### src/rtl/speck_key_schedule_pkg.sv
// Shared definitions for the SPECK key schedule: FSM state encoding and
// the SPECK64/128 cipher defaults used by the schedule and its step function.
package speck_key_schedule_pkg;

    localparam int SPECK_ALPHA  = 8;
    localparam int SPECK_BETA   = 3;
    localparam int SPECK_ROUNDS = 27;

    typedef enum logic [2:0] {
        ST_IDLE = 3'd0,
        ST_LOAD = 3'd1,
        ST_EMIT = 3'd2,
        ST_DONE = 3'd3
    } state_e;

    localparam logic [2:0] MAX_STATE = 3'd3;

endpackage

### src/rtl/speck_key_step.sv
// One SPECK key-expansion step, purely combinational:
// nl = (k + ROR(l0, ALPHA)) ^ i,  nk = ROL(k, BETA) ^ nl.
module speck_key_step #(
    parameter int WORD_SIZE = 32,
    parameter int ALPHA     = 8,
    parameter int BETA      = 3,
    parameter int IDX_W     = 5
) (
    input  logic [WORD_SIZE-1:0] k,
    input  logic [WORD_SIZE-1:0] l0,
    input  logic [IDX_W-1:0]     idx,
    output logic [WORD_SIZE-1:0] nk,
    output logic [WORD_SIZE-1:0] nl
);

    logic [WORD_SIZE-1:0] l0_ror;
    logic [WORD_SIZE-1:0] k_rol;

    // A zero amount is special-cased so the complementary shift never spans the full width.
    generate
        if (ALPHA == 0) begin : g_ror_none
            assign l0_ror = l0;
        end else begin : g_ror
            assign l0_ror = (l0 >> ALPHA) | (l0 << (WORD_SIZE - ALPHA));
        end

        if (BETA == 0) begin : g_rol_none
            assign k_rol = k;
        end else begin : g_rol
            assign k_rol = (k << BETA) | (k >> (WORD_SIZE - BETA));
        end
    endgenerate

    assign nl = (k + l0_ror) ^ WORD_SIZE'(idx);
    assign nk = k_rol ^ nl;

endmodule

### src/rtl/speck_key_schedule.sv
// SPECK key schedule: expands the master key into ROUNDS subkeys and presents
// them one per round on a valid/ack handshake to the round-encrypt stage.
module speck_key_schedule
    import speck_key_schedule_pkg::*;
#(
    parameter int WORD_SIZE = 32,
    parameter int KEY_WORDS = 4,
    parameter int ROUNDS    = SPECK_ROUNDS,
    parameter int ALPHA     = SPECK_ALPHA,
    parameter int BETA      = SPECK_BETA,
    parameter int IDX_W     = 5
) (
    input  logic                           clk,
    input  logic                           rst,
    input  logic [KEY_WORDS*WORD_SIZE-1:0] key,
    input  logic                           key_load,
    output logic [WORD_SIZE-1:0]           subkey,
    output logic                           subkey_valid,
    input  logic                           subkey_ack,
    output logic [IDX_W-1:0]               round_idx,
    output logic                           busy,
    output logic                           done,
    output logic [2:0]                     state_response
);

    localparam int L_WORDS = KEY_WORDS - 1;

    state_e                             state_q, state_d;
    logic [WORD_SIZE-1:0]               k_q, k_d;
    logic [L_WORDS-1:0][WORD_SIZE-1:0]  l_q, l_d;
    logic [IDX_W-1:0]                   idx_q, idx_d;
    logic                               done_q, done_d;

    logic                 load_accept;
    logic                 last_round;
    logic                 step_en;
    logic [WORD_SIZE-1:0] nk;
    logic [WORD_SIZE-1:0] nl;

    assign load_accept = key_load && ((state_q == ST_IDLE) || (state_q == ST_DONE));
    assign last_round  = (idx_q == IDX_W'(ROUNDS - 1));
    assign step_en     = (state_q == ST_EMIT) && subkey_ack;

    speck_key_step #(
        .WORD_SIZE (WORD_SIZE),
        .ALPHA     (ALPHA),
        .BETA      (BETA),
        .IDX_W     (IDX_W)
    ) u_step (
        .k   (k_q),
        .l0  (l_q[0]),
        .idx (idx_q),
        .nk  (nk),
        .nl  (nl)
    );

    // NOTE: sequential state uses non-blocking assignments so every flop
    // samples the pre-edge value of the others, independent of statement order.
    always_ff @(posedge clk or posedge rst) begin
        if (rst) begin
            state_q <= ST_IDLE;
            k_q     <= '0;
            l_q     <= '0;
            idx_q   <= '0;
            done_q  <= 1'b0;
        end else begin
            state_q <= state_d;
            k_q     <= k_d;
            l_q     <= l_d;
            idx_q   <= idx_d;
            done_q  <= done_d;
        end
    end

    // NOTE: every signal assigned in a combinational block gets a default at
    // the top, so no path through the branches leaves it unassigned (no latch).
    always_comb begin
        state_d = state_q;
        case (state_q)
            ST_IDLE: if (key_load) state_d = ST_LOAD;
            ST_LOAD: state_d = ST_EMIT;
            ST_EMIT: if (subkey_ack && last_round) state_d = ST_DONE;
            ST_DONE: state_d = key_load ? ST_LOAD : ST_IDLE;
            default: state_d = ST_IDLE;
        endcase
    end

    // Key-word datapath: latch the master key on an accepted load, advance one
    // step per acked subkey except the last, which is held for DONE.
    always_comb begin
        k_d    = k_q;
        l_d    = l_q;
        idx_d  = idx_q;
        done_d = 1'b0;
        if (load_accept) begin
            k_d   = key[WORD_SIZE-1:0];
            for (int j = 0; j < L_WORDS; j++) begin
                l_d[j] = key[(j+1)*WORD_SIZE +: WORD_SIZE];
            end
            idx_d = '0;
        end else if (step_en) begin
            if (last_round) begin
                done_d = 1'b1;
            end else begin
                for (int j = 0; j < L_WORDS - 1; j++) begin
                    l_d[j] = l_q[j+1];
                end
                l_d[L_WORDS-1] = nl;
                k_d            = nk;
                idx_d          = idx_q + IDX_W'(1);
            end
        end
    end

    always_comb begin
        subkey_valid = (state_q == ST_EMIT);
        busy         = (state_q == ST_LOAD) || (state_q == ST_EMIT);
    end

    assign subkey         = k_q;
    assign round_idx      = idx_q;
    assign done           = done_q;
    assign state_response = state_q;

endmodule

### config.mk
export PLATFORM = sky130hd
export DESIGN_NAME = speck_key_schedule
export DESIGN_NICKNAME = d
export VERILOG_FILES = /design/src/rtl/speck_key_schedule_pkg.sv /design/src/rtl/speck_key_step.sv /design/src/rtl/speck_key_schedule.sv
export SDC_FILE = /design/constraint.sdc
export NUM_CORES = 1
export LEC_CHECK = 0
export BUFFER_PORTS_ARGS = -buffer_cell sky130_fd_sc_hd__buf_2
export CAP_MARGIN = 10
export CORE_MARGIN = 10
export CORE_UTILIZATION = 55
export CTS_BUF_LIST = sky130_fd_sc_hd__clkbuf_2 sky130_fd_sc_hd__clkbuf_4 sky130_fd_sc_hd__clkbuf_8
export CTS_CLUSTER_DIAMETER = 60
export CTS_CLUSTER_SIZE = 24
export DETAILED_ROUTE_END_ITERATION = 16
export GPL_TIMING_DRIVEN = 0
export PLACE_DENSITY = 0.8
export SLEW_MARGIN = 10
export SYNTH_ARGS = -nofsm -noshare
export SYNTH_HDL_FRONTEND = slang
export SYNTH_HIERARCHICAL = 1
export SYNTH_SLANG_ARGS = --single-unit
### constraint.sdc
create_clock -name clk -period 12.2 [get_ports clk]
set_clock_uncertainty 0.1 [all_clocks]
set_input_delay 2.44 -clock clk [delete_from_list [all_inputs] [get_ports clk]]
set_output_delay 2.44 -clock clk [all_outputs]
set_load 0.02 [all_outputs]
=== Word-level counts from Yosys, hierarchy flattened ===
Index checks and enable logic that the tools add are counted.

* Flip-flop bits (word level): 137
* Bits of input ports: 132
* Output and inout port bits: 43
* Logic and storage cells: 45

* Add/sub/neg operators: 2
* Equality and inequality tests: 7
* Muxes and demuxes: 16
* Bitwise operators: 4
* Reductions and logical operators: 9

{| class="wikitable"
|+ Operator list
! operator !! count
|-
| $mux 96 || 3
|-
| $mux 32 || 3
|-
| $add 32x32->32 || 1
|-
| $or 24x32->32 || 1
|-
| $or 32x3->32 || 1
|-
| $xor 32x32->32 || 1
|-
| $xor 32x5->32 || 1
|-
| $mux 5 || 3
|-
| $pmux 3 s4 || 1
|-
| $eq 3x2->1 const B || 2
|-
| $mux 3 || 2
|-
| $add 5x1->5 const B || 1
|-
| $eq 5x5->1 const B || 1
|-
| $mux 1 || 4
|-
| $ne 2x2->1 const B || 2
|-
| $reduce_and 2->1 || 2
|-
| $eq 3x1->1 const B || 1
|-
| $logic_and 1x1->1 || 3
|-
| $logic_not 3->1 || 1
|-
| $logic_or 1x1->1 || 2
|-
| $ne 2x1->1 const B || 1
|-
| $reduce_bool 2->1 || 1
|}

=== Logic depth before layout (Yosys ltp) ===
Gate-level depths: netlist of the first run.

* Depth in word-level cells: 7
* Gate-level depth with buffers: 12
* Mapped depth without buffers: 12

=== Modules after synthesis ===
Netlist of the first run, hierarchy kept.

{| class="wikitable"
|+ Modules (own cells, without submodules)
! module !! times used !! cells an instance !! area each (um^2) !! seq. area each (um^2)
|-
| speck_key_schedule || 1 || 781 || 6668.9 || 3403.3
|-
| speck_key_step || 1 || 288 || 2065.7 || 0.0
|}

=== Least setup slack after synthesis of the first run ===
OpenSTA, ideal clock, no wires.

* Kind: flip-flop to output port
* Start: register state_q[0], in the netlist state_response[0]
* End: output busy
* Data arrival time: 988 ps
* Data required time: 9660 ps
* Setup slack: 8672 ps
* Cell stages (with the launch flop): 3
* Buffers on the path: 0
* Cell sequence: dfrtp_1 > inv_1 > ha_1

* Longest elaborated chain between the ends: 2
* Elaborated cells between the ends (all ways): 3
* Classes of those cells: eq/ne: 2; reduce/logical: 1

{| class="wikitable"
|+ RTL lines
! item !! line !! text
|-
| from (decl) || speck_key_schedule.sv:28 || <nowiki>state_e state_q, state_d;</nowiki>
|-
| from (signal assigned) || speck_key_schedule.sv:67 || <nowiki>state_q <= state_d;</nowiki>
|-
| $eq 3x1->1 / $eq 3x2->1 (equally long branches) || speck_key_schedule.sv:117 || <nowiki>busy = (state_q == ST_LOAD) || (state_q == ST_EMIT);</nowiki>
|-
| $logic_or 1x1->1 (*) || speck_key_schedule.sv:117 ||
|-
| to (decl) || speck_key_schedule.sv:21 || <nowiki>output logic busy,</nowiki>
|}

Mark *: on every way between the ends. The rest lies on a longest branch, timed or not.

=== Worst setup path after layout of the first run ===
* Start: register state_q[0], in the netlist state_response[0]
* End: output subkey_valid

* Longest elaborated chain between the ends: 1

{| class="wikitable"
|+ RTL lines
! item !! line !! text
|-
| $eq 3x2->1 || speck_key_schedule.sv:116 || <nowiki>subkey_valid = (state_q == ST_EMIT);</nowiki>
|-
| to (decl) || speck_key_schedule.sv:18 || <nowiki>output logic subkey_valid,</nowiki>
|}

Every way passes these cells.

==> results, run 1 <==
- The total global-route track usage is 29.32%.
- Of the synthesized area, sequential elements account for 38.96%.
- The tree built by TritonCTS fans out to 136 sinks.
- The slew at the pin closest to its max-slew limit is 826.2 ps.
- 0 antenna diodes ended up in the layout.
- The detail route stage leaves a number of antenna-violating nets equal to 0.
- The number of global-route vias before repair is 9282.
- Once placement finished, the instance area stood at 0.009903 mm^2.
- The count of port buffers added during placement is 173.
- The number of different library cells in the post-synthesis netlist is 56.
- The filler cells instantiated in the layout total 1412.
- TritonCTS created 17 clock buffers.
- Across all setup checks in the final design, the least slack found is 8167 ps.
- The portion of the clock cycle consumed by the worst path in the final layout is 33.06%.
- In the final layout, flip-flops and latches occupy 0.003403 mm^2.
- The die boundary width is 146.0 um.
- The hold path startpoint is l_q[43]$_DFFE_PP0P_.
- In this run the worst setup path begins at state_response[0]$_DFFE_PP0P_.
- The achievable frequency is 0.2480 GHz.
- The die covers 0.02132 mm^2.
- Setup violations remaining at the end of the flow were counted as 0.
- The worst-case IR drop observed on VDD is 0.1792 mV.
- Summed over its instances, the top area cell type makes up 38.96% of the synthesized netlist area.
- After clock tree synthesis, the repair step resized 0 gates.
- The net count of the finished layout is 1431.
- Dividing the detail-routed via count by the number of cells gives 6.359.
- The overall die height is 146.0 um.
- The worst hold-check path type is flip-flop to flip-flop.
- Post-CTS timing repair inserted 0 buffers for setup.
- The yosys synthesis warning count is 6.
- After technology mapping, the gate count stands at 1069.
- The post-detailed-route DRC marker count is 0.
- STA classifies the critical path endpoint as a primary output.
- The most used flip-flop cell after synthesis is dfrtp_1.
- The clock tree from TritonCTS is yes.
- In this run the static leakage power is 4.459 nW.
- The hold slack is 447.7 ps.
- No sink is reached through more buffers than the 2 on the longest clock path.
- Sorting the synthesized cells by area gives the leading types as dfrtp_1 39%, a31oi_1 7.2%, o21ai_0 6.9%, nand3_1 5.8%, ha_1 5.2%.
- The area of combinational cells with multiple inputs is 0.004883 mm^2.
- STA puts the critical path data required time at 9660 ps.
- Adding up every negative setup slack in the final design gives 0 ps.
- 175 I/O pins were placed.
- Setup repair after global routing left no endpoint under its margin.
- In this run the power density over the cells is 375.2 mW/mm^2.
- Measured against its own limit, the worst slew margin works out to 44.45%.
- The first detailed-routing pass took 6 iterations.
- The first-pass GRT wire length is 50.08 mm.
- The clock reaches the later pin of the worst-skew pair after 470 ps.
- The average wire per cell in the routed design is 21.76 um.
- For the finished layout, the period the worst path requires is 4033 ps.
- The clock-pin slew of the registers on the worst-case setup and hold paths is 100 ps.
- The max-cap violation count is 0.
- The number of synthesized flops with an enable pin is 0.
- In this run the worst path has a maximum fanout of 7.
- The overall overflow remaining after global route is 0.
- At the end of routability-driven placement, the weighted congestion stood at 0.9876.
- The start-to-end type of the worst setup path is flip-flop to primary output.
- The H-tree depth is 4.
- The quantity of hold-fixing buffers added after cts is 0.
- Synthesis inferred 136 register bits.
- The cell area after synthesis is 0.008735 mm^2.
- The total area inside the core boundary comes to 0.01571 mm^2.
- In this run the clock root is driven by a clkbuf_8.
- Counting instances, the worst hold path has a depth of 2.
- Summing internal, switching and leakage power gives 3.880 mW.
- The initial core utilization is 55.59%.
- The worst slack after detailed placement is 8048 ps.
- The HPWL after detailed placement is 24.82 mm.
- In this run the critical register-to-register path is launched from subkey[6]$_DFFE_PP0P_.
- The detailed router placed 9481 vias in this run.
- The count of final hold-check violations was 0.
- The number of antenna violations at the first check in global routing is 0.
- dfrtp_1 takes more of the synthesized area than any other cell.
- The number of pins with negative max-slew slack in the final report is 0.
- After routing the design area is 0.01034 mm^2.
- The largest net degree at the start of global routing is 71.
- The site row count is 46.
- The length in cells of the worst reg-to-reg path is 10.
- The run finished with clean final reports.
- The area growth from synthesis to layout is 18.41%.
- The total detailed-routing wirelength is 32.44 mm.
- Synthesis produced a netlist with a net count of 1238.
- The mean cell area of the mapped netlist is 8.171 um^2.
- STA classifies the critical path startpoint as a flip-flop.
- The fraction of layout instances using a drive strength above 1 is 18.75%.
- The post-synthesis async set-or-reset flop share is 100.0%.
- Data arrives at the worst endpoint at 1490 ps.
- For this block, the initial DRC count from the detailed router was 1094.
## sequential cells by signal (all words and copies together) (netlist names)
register        count
state_response      2
round_idx           5
done                1
l_q                96
subkey             32
## worst paths after layout
check                                         endpoint  slack, ps
min in group asynchronous          l_q[15]$_DFFE_PP0P_       1950
worst max-delay path                      subkey_valid       8170
worst max register to register  subkey[29]$_DFFE_PP0P_       8540
worst min-delay path               l_q[11]$_DFFE_PP0P_        450
max in group asynchronous          l_q[66]$_DFFE_PP0P_       9250
worst min register to register     l_q[11]$_DFFE_PP0P_        450
## worst max-delay path: stages (launching register included)
cell,delay (ps)
dfrtp_1,420
inv_1,110
ha_1,290
buf_2,210
## area by class of cell
cell class,instances,share of cell area (%)
well taps,216,2.613
multi-input cells,828,47.22
flip-flops and latches,136,32.91
inverters,14,0.5565
clock inverters,12,1.585
clock buffers,20,2.662
repair buffers,174,8.638
plain buffers,91,3.823
## layout by cell type (no fill, tap or decap), types with 3 or more instances in the layout
cell       Yosys  layout
buf_2         19     192
dfrtp_1      136     136
o21ai_0      120     120
nor2_1       113     113
nand3_1      102     102
a31oi_1      101     101
nand2_1       91      91
clkbuf_1      61      61
xor2_1        44      44
a21oi_1       43      43
nand4_1       39      39
ha_1          36      36
o211ai_1      35      35
xnor2_1       27      27
clkbuf_8       0      20
inv_1         14      13
a21o_1        13      13
buf_1          6       6
nor2b_1        6       6
nor3_1         5       5
inv_6          0       5
o21a_1         5       5
or3_1          4       4
nand2b_1       3       3
buf_6          3       3
clkinv_4       0       3
bufinv_16      0       3
o31ai_1        3       3
and2_1         3       3
## metal layers
layer / track usage (%) / wire length [um]
met1: 38.71 / 13200
met2: 45.25 / 14710
met3: 7.386 / 3306
met4: 11.71 / 1220
met5: 0 / 0
## power by group
group / internal, mW / switching, mW
logic: 0.943 / 1.63
registers: 0.686 / 0.197
clock network: 0.222 / 0.201
## through the flow
stage | std cells | util, %
after floorplan | 1069 | -
after global placement | 1458 | 62.82
after detailed placement | 1459 | 63.03
after CTS | 1491 | 65.82
after global routing | 1491 | 65.82
final | 1491 | 65.82
## synthesized netlist by cell type, types with 14 or more instances
cell type / number
a21oi_1: 43
a31oi_1: 101
buf_2: 19
clkbuf_1: 61
dfrtp_1: 136
ha_1: 36
inv_1: 14
nand2_1: 91
nand3_1: 102
nand4_1: 39
nor2_1: 113
o211ai_1: 35
o21ai_0: 120
xnor2_1: 27
xor2_1: 44
## kinds of logic after synthesis
group           synth area share (%)
compound gates                 23.35
xor+xnor                       7.119
fa+ha+maj                      5.386
buf+inv                        5.128
flops                          38.96
mux                           0.2435
other cells                  0.04293
simple gates                   19.77
No activity file was read; power rests on OpenSTA's default activity.
==> inputs of run 2 (changes only) <==
Clock period 12.2 ns to 3.78 ns, I/O delays scaled along.
==> run 2 against run 1 <==
Against the previous run:
- via count fell by 0.27%
- routed wire length increased by 0.51%
- combinational power grew to 3.3 times the previous value
- power rose to 3.2 times the previous value
- non-clock buffer count up 3
- global-route usage is 0.077 points lower
- core utilization is 0.33 points higher
- sequential share of layout area decreased by 0.17 points
- worst setup slack worse by 8000 ps
- cell count rose by 0.20%
- flip-flop and latch count did not move
- clock power grew to 3.2 times the previous value
- critical endpoint is now subkey[22]$_DFFE_PP0P_
==> results, run 2 (synthesis results as in run 1) <==
- Status: finished clean (unchanged).
- Static timing analysis puts the maximum clock frequency at 0.2767 GHz.
- The clock-pin slew of the registers on the worst-case setup and hold paths came to 80 ps (was 100 ps).
- The initial detailed-routing violation count is 1026 (was 1094).
- The number of clock buffers inserted by TritonCTS is 17 (unchanged).
- The number of buffer and inverter stages on the critical path came to 1 (was 2).
- The switching power share of the total was 52.49% (was 52.28%).
- The worst hold-check path type is input pin to asynchronous set/reset pin (was flip-flop to flip-flop).
- The number of instances resized during post-cts repair is 0 (unchanged).
- The insertion delay of the later-clocked pin in the worst-skew pair is 460 ps (was 470 ps).
- The standard cell core area was 0.01571 mm^2 (unchanged).
- The detailed-route via count is 9455 (was 9481).
- The overall die height is 146.0 um (unchanged).
- The overall overflow remaining after global route is 0 (unchanged).
- The clock period minus worst slack is 3614 ps.
- The fill cell instance count of the final layout is 1392 (was 1412).
- Setup repair after global routing missed its margin: no (unchanged).
- The largest stage delay on the critical path is 510 ps (was 420 ps).
- The number of pins with negative max-slew slack in the final report was 0 (unchanged).
- The count of buffers added by post-CTS timing repair for setup is 0 (unchanged).
- The average wire per cell in the routed design was 21.82 um (was 21.76 um).
- The quantity of hold-fixing buffers added after cts is 0 (unchanged).
- The buffer levels on the longest clock path is 2 (unchanged).
- The register ranked first by flip-flop count is l_q (unchanged).
- The largest net degree at the start of global routing is 39 (was 71).
- The signed area change from the synthesized netlist to the final layout came to 19.01% (was 18.41%).
- The count of final hold-check violations is 0 (unchanged).
- The required time at the worst-slack endpoint is 4050 ps (was 9660 ps).
- Crit-path cells: ha_1 > inv_1 > fa_1 > nor2b_1 > o2111a_1 > o21ai_0 > a31oi_1 > a21oi_1 > xnor2_1 > xor2_1 > nand3_1 > a31oi_1 (was inv_1 > ha_1 > buf_2).
- The highest ir drop seen on vdd is 0.6162 mV (was 0.1792 mV).
- The antenna diode count came to 0 (unchanged).
- The number of flip-flops in the largest register is 96 (unchanged).
- The critical path launch point type is a flip-flop (unchanged).
- The root buffer cell is clkbuf_8 (unchanged).
- The I/O pin count is 175 (unchanged).
- The signal arrival time at the worst endpoint is 3880 ps (was 1490 ps).
- The total global-route track usage is 29.24% (was 29.32%).
- The combinational cell fraction of total power came to 66.7% (was 66.3%).
- By instance count, the cell type seen most on the critical path is a31oi_1.
- The length in cells of the worst reg-to-reg path is 12 (was 10).
- The total negative setup slack is 0 ps (unchanged).
- The count of cell instances traversed by the critical path came to 12 (was 3).
- The number of clock sinks came to 136 (unchanged).
- The number of antenna violations at the first check in global routing is 0 (unchanged).
- The initial core utilization is 55.59% (unchanged).
- The slew at the pin closest to its max-slew limit is 714.1 ps (was 826.2 ps).
- The critical path capture point type is a flip-flop (was primary output).
- The average vias per placed instance is 6.329 (was 6.359).
- The static leakage is 4.468 nW (was 4.459 nW).
- The most common cell after layout, fill and taps aside is buf_2 (unchanged).
- The H-tree depth came to 4 (unchanged).
- The fraction of power consumed by the clock network is 10.6% (was 10.9%).
- The area enclosed by the die boundary is 0.02132 mm^2 (unchanged).
- The cell family with the largest share of critical-path delay is compound AO/OA/AOI/OAI gates (was flip-flops).
- The max-cap violation count is 0 (unchanged).
- The number of global-route vias before repair is 9209 (was 9282).
- The highest net fanout along the worst path is 4 (was 7).
- The detailed placement HPWL was 25.14 mm (was 24.82 mm).
- The post-layout utilization of the core is 66.16% (was 65.82%).
- The worst slew slack as a fraction of its limit is 52.39% (was 44.45%).
- The clock tree from TritonCTS is yes (unchanged).
- The post-detailed-route DRC marker count is 0 (unchanged).
- The switching power total came to 6.590 mW (was 2.029 mW).
- The start-to-end type of the worst setup path is flip-flop to flip-flop (was flip-flop to primary output).
- The sequential group share of total power is 22.7% (was 22.8%).
- The die boundary width is 146.0 um (unchanged).
- The site row count came to 46 (unchanged).
- Commonest cells after routing, fill and taps aside: 192 x buf_2, 136 x dfrtp_1, 120 x o21ai_0, 113 x nor2_1, 102 x nand3_1 (unchanged).
- The cell at the slowest stage of the critical path is a31oi_1 (was dfrtp_1).
- The portion of the clock cycle consumed by the worst path in the final layout is 95.61%.
- The power per cell area came to 1208 mW/mm^2 (was 375.2 mW/mm^2).
- The weighted congestion at the end of routability-driven global placement was 0.9726 (was 0.9876).
- The detailed-router iteration count before antenna repair was 6 (unchanged).
- The net count of the finished layout is 1434 (was 1431).
- The cell-internal power came to 5.965 mW (was 1.851 mW).
- The total detailed-routing wirelength is 32.60 mm (was 32.44 mm).
- The remaining antenna violation count was 0 (unchanged).
- The fraction of layout instances using a drive strength above 1 was 19.01% (was 18.75%).
- The count of port buffers added during placement is 173 (unchanged).
- The final count of negative-setup-slack endpoints was 0 (unchanged).
- The first-pass GRT wire length is 50.09 mm (was 50.08 mm).
## run 2: final cells by class
class	instances	area, um^2	area share, %
buffer	91	395.4	3.804
clock buffer	20	262.8	2.528
clock inverter	12	165.2	1.589
inverter	14	56.30	0.5416
multi-input combinational	828	4888	47.03
sequential	136	3403	32.74
tap	216	270.3	2.600
timing repair buffer	177	953.4	9.172
## run 2: path summary, 6_finish.rpt
check / from / to / slack [ps]
max in group asynchronous: rst / l_q[88]$_DFFE_PP0P_ / 2360
worst max-delay path: subkey[0]$_DFFE_PP0P_ / subkey[22]$_DFFE_PP0P_ / 170
min in group clk: key[65] / l_q[33]$_DFFE_PP0P_ / 400
worst min-delay path: rst / subkey[14]$_DFFE_PP0P_ / 260
worst max register to register: subkey[0]$_DFFE_PP0P_ / subkey[22]$_DFFE_PP0P_ / 170
worst min register to register: l_q[70]$_DFFE_PP0P_ / l_q[38]$_DFFE_PP0P_ / 450
## run 2: power groups by stage
stage          clock [mW]  sequential (mW)  combinational (mW)
6_report             1.34             2.85                8.37
5_1_grt              1.40             2.92                9.05
4_1_cts              1.32             2.81                8.10
2_1_floorplan           0             2.87                5.65
3_3_place_gp            0             2.82                7.93
3_5_place_dp            0             2.84                8.05
## run 2: layer usage
metal  vias up  GRT usage, %  share of wire (%)
met5         -             0                  0
met1      4488         38.36                 40
li1       4277             -                  -
met2       597         46.73                 46
met4         0         7.858                2.8
met3        93         7.911                 11
## run 2: through the flow
| step | hold slack [ps] | cell area (um^2) | worst slack (ps) | total power, mW | instances |
|---|---|---|---|---|---|
| after global routing | 288.0 | 10400 | 54.76 | 13.37 | 1494 |
| final | 261.0 | 10400 | 165.8 | 12.55 | 1494 |
| after detailed placement | 436.7 | 9962 | 271.8 | 10.89 | 1462 |
| after floorplan | 394.1 | 8738 | 872.4 | 8.520 | 1069 |
| after CTS | 273.1 | 10390 | 254.6 | 12.24 | 1494 |
| after global placement | 428.2 | 9874 | 316.7 | 10.74 | 1458 |
## run 2: worst register-to-register path: cells and delay by family, from the launching register on
kind | cells | cell delay (ps)
AOI/OAI and AO/OA | 5 | 1370
xor gates and xnor gates | 2 | 650
adders and majority gates | 2 | 610
buffers and inverters | 1 | 60
DFF | 1 | 450
and+or+nand+nor | 2 | 290
